### src/rtl/arm_pkg.sv
// arm_pkg: shared datapath widths and performance-counter select encodings
package arm_pkg;
  localparam int DATA_W = 32;
  localparam int REG_AW = 4;
  localparam int CNT_W  = 32;
  localparam logic [1:0] CNT_RETIRED = 2'd0;
  localparam logic [1:0] CNT_LOAD    = 2'd1;
  localparam logic [1:0] CNT_STORE   = 2'd2;
  localparam logic [1:0] CNT_STALL   = 2'd3;
endpackage

### src/rtl/mem_wb_stage_sat_counter.sv
// sat_counter: event counter that sticks at all-ones, with a clear that beats increment
module sat_counter #(
  parameter int W = 32
) (
  input  logic         clk,
  input  logic         rst,
  input  logic         inc_i,
  input  logic         clr_i,
  output logic [W-1:0] cnt_o
);
  logic [W-1:0] cnt_q, cnt_d;
  // clear first, then increment unless already saturated
  always_comb cnt_d = clr_i ? '0 : (inc_i && cnt_q != '1) ? cnt_q + W'(1) : cnt_q;
  // count register, async active-low reset
  always_ff @(posedge clk or negedge rst)
    if (!rst) cnt_q <= '0;
    else      cnt_q <= cnt_d;
  assign cnt_o = cnt_q;
endmodule

### src/rtl/mem_wb_stage.sv
// mem_wb_stage: MEM/WB pipeline register, write-back mux and performance counters
module mem_wb_stage import arm_pkg::*; #(
  parameter int DATA_W = arm_pkg::DATA_W,
  parameter int REG_AW = arm_pkg::REG_AW,
  parameter int CNT_W  = arm_pkg::CNT_W
) (
  input  logic              clk,
  input  logic              rst,
  input  logic              WB_EN,
  input  logic              MEM_R_EN,
  input  logic              MEM_W_EN,
  input  logic [DATA_W-1:0] ALU_Res,
  input  logic [DATA_W-1:0] DataMemory,
  input  logic [REG_AW-1:0] Dest,
  input  logic [DATA_W-1:0] pc,
  input  logic              ready,
  input  logic              flush,
  output logic              WB_WB_EN,
  output logic [REG_AW-1:0] WB_Dest,
  output logic [DATA_W-1:0] WB_Value,
  output logic [DATA_W-1:0] WB_pc,
  output logic              wb_valid,
  input  logic [1:0]        cnt_sel,
  input  logic              cnt_clr,
  output logic [CNT_W-1:0]  cnt_data
);
  logic              accept;
  logic              wb_en_q, valid_q;
  logic [REG_AW-1:0] dest_q;
  logic [DATA_W-1:0] value_q, value_d, pc_q;
  logic [CNT_W-1:0]  cnt_data_q;
  logic [CNT_W-1:0]  cnt [4];
  logic [3:0]        inc;
  // a stalled MEM stage (ready=0) or a flush turns this cycle into a bubble
  assign accept  = ready & ~flush;
  assign value_d = MEM_R_EN ? DataMemory : ALU_Res;
  assign inc[CNT_RETIRED] = accept;
  assign inc[CNT_LOAD]    = accept & MEM_R_EN & WB_EN;
  assign inc[CNT_STORE]   = accept & MEM_W_EN;
  assign inc[CNT_STALL]   = ~ready;
  sat_counter #(.W(CNT_W)) u_retired (.clk, .rst, .inc_i(inc[CNT_RETIRED]), .clr_i(cnt_clr), .cnt_o(cnt[CNT_RETIRED]));
  sat_counter #(.W(CNT_W)) u_load    (.clk, .rst, .inc_i(inc[CNT_LOAD]),    .clr_i(cnt_clr), .cnt_o(cnt[CNT_LOAD]));
  sat_counter #(.W(CNT_W)) u_store   (.clk, .rst, .inc_i(inc[CNT_STORE]),   .clr_i(cnt_clr), .cnt_o(cnt[CNT_STORE]));
  sat_counter #(.W(CNT_W)) u_stall   (.clk, .rst, .inc_i(inc[CNT_STALL]),   .clr_i(cnt_clr), .cnt_o(cnt[CNT_STALL]));
  // capture the MEM result; bubbles clear the strobes but keep the data fields
  always_ff @(posedge clk or negedge rst)
    if (!rst) begin
      valid_q    <= 1'b0;
      wb_en_q    <= 1'b0;
      dest_q     <= '0;
      value_q    <= '0;
      pc_q       <= '0;
      cnt_data_q <= '0;
    end else begin
      valid_q    <= accept;
      wb_en_q    <= accept & WB_EN;
      cnt_data_q <= cnt[cnt_sel];
      if (accept) begin
        dest_q  <= Dest;
        value_q <= value_d;
        pc_q    <= pc;
      end
    end
  assign WB_WB_EN = wb_en_q;
  assign wb_valid = valid_q;
  assign WB_Dest  = dest_q;
  assign WB_Value = value_q;
  assign WB_pc    = pc_q;
  assign cnt_data = cnt_data_q;
endmodule

### config.mk
export PLATFORM = sky130hd
export DESIGN_NAME = mem_wb_stage
export DESIGN_NICKNAME = d
export VERILOG_FILES = /design/src/rtl/arm_pkg.sv /design/src/rtl/mem_wb_stage_sat_counter.sv /design/src/rtl/mem_wb_stage.sv
export SDC_FILE = /design/constraint.sdc
export NUM_CORES = 1
export LEC_CHECK = 0
export BUFFER_PORTS_ARGS = -buffer_cell sky130_fd_sc_hd__clkbuf_2
export CORE_UTILIZATION = 50
export CTS_CLUSTER_DIAMETER = 120
export CTS_CLUSTER_SIZE = 25
export DETAILED_ROUTE_END_ITERATION = 8
export PLACE_DENSITY = 0.73
export SETUP_SLACK_MARGIN = 0.05
export SYNTH_ARGS = -nofsm -noshare
export SYNTH_HDL_FRONTEND = slang
export SYNTH_SLANG_ARGS = --single-unit
### constraint.sdc
create_clock -name clk -period 6 [get_ports clk]
set_clock_uncertainty 0.1 [all_clocks]
set_input_delay 0.6 -clock clk [delete_from_list [all_inputs] [get_ports clk]]
set_output_delay 0.6 -clock clk [all_outputs]
set_load 0.01 [all_outputs]
# Yosys cells after proc, flatten, opt, wreduce, memory -nomap -nowiden
# Index checks and enable logic that the tools add are counted.
# totals
reg_bits	230
mem_bits_ro	0
ram_bits	0
in_bits	110
word_cells	47
n_memories	0
output_inout_bits	102
latchBits	0
# op_classes
addsub	4
bitwise_logic	8
n_eq_ne	4
shift	0
mux	12
n_reduce_logical	8
multipliers	0
n_lt_le_gt_ge	1
n_div	0
# ops
op	n
2-to-1 mux 32 bit	11
adder 32 x 1 -> 32 bit (second input constant)	4
!= test 32 bit (second input constant)	4
binary-select mux 32 bit (select 2 bit)	1
nonzero test 2 bit	4
bitwise AND 1 bit	5
logical AND 1 bit	4
>= comparator 3 bit (second input constant)	1
NOT 2 -> 3 bit	1
NOT 1 bit	2

# Logic depth before layout (Yosys ltp)
# logic_depth
word_depth	7
ltp_mapped	8

# Cells and area by module
# A second synthesis with hierarchy kept.
# hier_totals
hier_cells	1050
hier_area_um2	12323.1
# modules_own_cells
mod	n_inst	cells_per_inst	seq_area_each_um2	area_each_um2
sat_counter	4	198	800.8	1854.3
mem_wb_stage	1	258	2552.4	4906.0

# Least setup slack after synthesis
# OpenSTA, ideal clock, no wires.
# synth_path
kind	in2reg
startpoint	input port ready
endpoint	register u_retired.cnt_q[15] (netlist: u_retired.cnt_o[15])
required_time_ns	5.775
setup_time_ns	0.125
slack_ns	3.391
arrival_time_ns	2.384
cell_stages	6
path_cell_list	clkbuf_1 nand4b_1 or4_1 a31oi_1 nor3b_1 mux2_2
# synth_via
elab_chain_len	3
# synth_lines
element	line_no	rtl
start: declaration	mem_wb_stage.sv:16	input logic ready,
bitwise AND 1 bit	mem_wb_stage.sv:35	assign accept = ready & ~flush;
logical AND 1 bit	mem_wb_stage_sat_counter.sv:13	always_comb cnt_d = clr_i ? '0 : (inc_i && cnt_q != '1) ? cnt_q + W'(1) : cnt_q;
nonzero test 2 bit (no source line)	n/a	
end signal: assignment	mem_wb_stage_sat_counter.sv:17	else cnt_q <= cnt_d;
end: declaration	mem_wb_stage_sat_counter.sv:11	logic [W-1:0] cnt_q, cnt_d;
# No other way between the ends.
# A chain may end at the register's enable or synchronous reset.

# Worst setup path in the final report
# layout_path
startpoint	input port MEM_R_EN
endpoint	register u_load.cnt_q[29] (netlist: u_load.cnt_o[29])
# layout_via
elab_chain_len	4
# layout_lines
element	line_no	rtl
start: declaration	mem_wb_stage.sv:10	input logic MEM_R_EN,
bitwise AND 1 bit (2 in series)	mem_wb_stage.sv:38	assign inc[CNT_LOAD] = accept & MEM_R_EN & WB_EN;
logical AND 1 bit	mem_wb_stage_sat_counter.sv:13	
nonzero test 2 bit (no source line)	n/a	
end signal: assignment	mem_wb_stage_sat_counter.sv:17	
end: declaration	mem_wb_stage_sat_counter.sv:11	
# No other way between the ends.

==> impl_metrics.ini <==
[timing]
holdWs_ns = 0.006271
period_minus_slack_ns = 2.843
tightestPinTransition_ns = 1.117
clock.fmax_ghz = 0.3517
slew_viol_final = 0
report.final.setup_viol = 0
period_share = 0.4739
rsz0062_at_grt = no
hold_viol_final = 0
worst_slack_ns = 3.157
setup_tns_ns = 0
maxSlewHeadroom = 0.2545

[layout]
layout.nets = 1439
stdcell_count = 1611
drive_above_1_share = 0.2257
fin_util = 0.5823
fin_area_um2 = 13220
area_growth_pct = 13.76

[synth]
synth_nets = 1273
synth_commonest_cells = 230 x dfrtp_1, 189 x nand2_1, 89 x nor2_1, 58 x o21ai_0, 57 x a21oi_1
netlist.area_leader.share = 0.4952
synth.most_common_cell = dfrtp_1
synth_seq_cells = 230
ys_seq_area_frac = 0.4952
synth.area.top_cells = dfrtp_1 50%, nand2_1 6.1%, mux4_2 6.0%
ys_types = 57
synth_top_cell_by_area = dfrtp_1
synth_ff_type = dfrtp_1
synth_edf_count = 0
mappedNetlistArea_um2 = 11620
synthArstFlopShare = 1.000
synth_cells = 1159
ys_warn_count = 0
syn-mean-instance-area_um2 = 10.03

[grt]
antenna_found_initial = 1
grt.overflow.total = 0
grt_pass1_vias = 8727
grtUsageTotal = 0.2538
grt_max_degree = 124
grt_pass1_wl_um = 47240

[clock_tree]
clock_sinks = 230
clk_pin_slew_ns = 0.10
cts_buffer_depth = 3
postCtsSetupRepairBufs = 0
hold_buffers = 0
htreeDepth = 1
clk_latency_ns = 0.48
cts_tree = done
cts_resized = 0
numCtsBuffers = 13
root_buffer = clkbuf_16

[routing]
ant_nets = 0
via_per_inst = 5.888
drt_wl_total_um = 30470
drc_errors = 0
routedWlPerCell_um = 18.91
drt-pass1-iter-count = 7
drtIter0Drc = 808
num_vias = 9486

[place]
dp.cells = 1595
place_ws_ns = 2.693
dp_hpwl_um = 22370
numPortBuffers = 211
place_congestion = 0.8892
dpl_cell_area_um2 = 12860

[power_and_ir_drop]
power.leakage_nw = 5.973
design_power_total_mw = 2.883
peakVddDrop_v = 0.0001384
powerDensity_nw_per_um2 = 218.1

[floorplanning]
start_util = 0.5118
rows = 55
die_area_um2 = 23860
dieWidth_um = 154.5
die_y_um = 154.5
io-pin-count = 212
coreArea_um2 = 22710

[setup_path]
worstSetupPathType = in2reg
r2r_slack_ns = 3.23
arrival_ns = 3.14
required_ns = 6.30
crit-reg2reg-launch = u_store.cnt_o[2]$_DFFE_PN0P_
startpoint_type = input pin
r2r_end = u_store.cnt_o[25]$_DFFE_PN0P_
critPathMaxFanout = 34
reg2reg_depth = 5
cp-end-kind = register

[run_status]
status = complete, no violations

[worst_hold_path]
hold_class = in2async

[run]
maxCapViolCount = 0
-- registers in the layout, indices dropped and copies added, names as in the netlist --
name / cells
u_retired.cnt_o: 32
WB_Dest: 4
WB_WB_EN: 1
cnt_data: 32
u_load.cnt_o: 32
u_store.cnt_o: 32
wb_valid: 1
u_stall.cnt_o: 32
WB_Value: 32
WB_pc: 32
-- where the power goes --
group          leakage (nW)  internal [mW]  switching (mW)
sequential             3.10           1.61          0.0382
clock                 0.177          0.414           0.501
combinational          2.70          0.120           0.196
total                  5.97           2.15           0.735
-- cells by family (layout without fill, tap and decap cells) --
family / Yosys count / after routing / share of synthesized area
compound gates: 183 / 183 / 0.09570
xor+xnor: 53 / 53 / 0.03993
fa+ha+maj: 4 / 4 / 0.004306
buf+inv: 83 / 249 / 0.02799
flops: 230 / 230 / 0.4952
mux: 80 / 80 / 0.1050
other cells: 0 / 1 / 0
simple gates: 526 / 526 / 0.2320
-- critical path: stages --
cell	delay [ns]
clkbuf_2	0.08
buf_4	0.45
nand4b_1	0.63
a21o_1	0.57
or4_2	0.62
a21oi_1	0.16
-- area by class of cell --
cell class                      count  area (um2)
Clock buffer                       14       339.1
Inverter                           16       60.06
Tap cell                          285       356.6
Antenna cell                        1       2.502
Timing Repair Buffer              218        1134
Sequential cell                   230        5756
Multi-Input combinational cell    846        5555
Fill cell                        1965        9487
Clock inverter                      1       20.02
-- layer usage --
| metal | up-vias | wire [um] | track usage | share of wire |
|---|---|---|---|---|
| met3 | 44 | 1983 | 0.03558 | 0.065 |
| met5 | - | 0 | 0 | 0 |
| met4 | 0 | 952 | 0.07779 | 0.031 |
| li1 | 4512 | - | - | - |
| met2 | 346 | 14640 | 0.4266 | 0.48 |
| met1 | 4584 | 12890 | 0.3425 | 0.42 |
-- placed cells by master (no fill, tap or decap), types with 13 or more instances in the layout --
cell,netlist,final
dfrtp_1,230,230
clkbuf_2,0,209
nand2_1,189,189
nor2_1,89,89
o21ai_0,58,58
a21oi_1,57,57
nand4_1,46,46
xnor2_1,41,41
mux2i_1,36,36
nand3_1,33,33
mux4_2,31,31
or3_1,30,30
or4_1,23,23
and3_1,19,19
a211oi_1,19,19
o31ai_1,19,19
inv_1,16,16
and4_1,16,16
nor2b_1,14,14
clkbuf_16,0,13
-- worst max path at each step --
stage / startpoint / to / slack, ns / cells after the start
floorplan: ready / u_retired.cnt_o[15]$_DFFE_PN0P_ / 3.39 / 6
detailed placement: MEM_R_EN / u_load.cnt_o[29]$_DFFE_PN0P_ / 2.69 / 6
finish: MEM_R_EN / u_load.cnt_o[29]$_DFFE_PN0P_ / 3.16 / 6
global placement: MEM_R_EN / u_load.cnt_o[29]$_DFFE_PN0P_ / 2.83 / 6
CTS: MEM_R_EN / u_load.cnt_o[13]$_DFFE_PN0P_ / 3.21 / 6
global route: u_store.cnt_o[2]$_DFFE_PN0P_ / u_store.cnt_o[21]$_DFFE_PN0P_ / 2.94 / 5
Note: power is estimated with default switching activity, not from simulation.
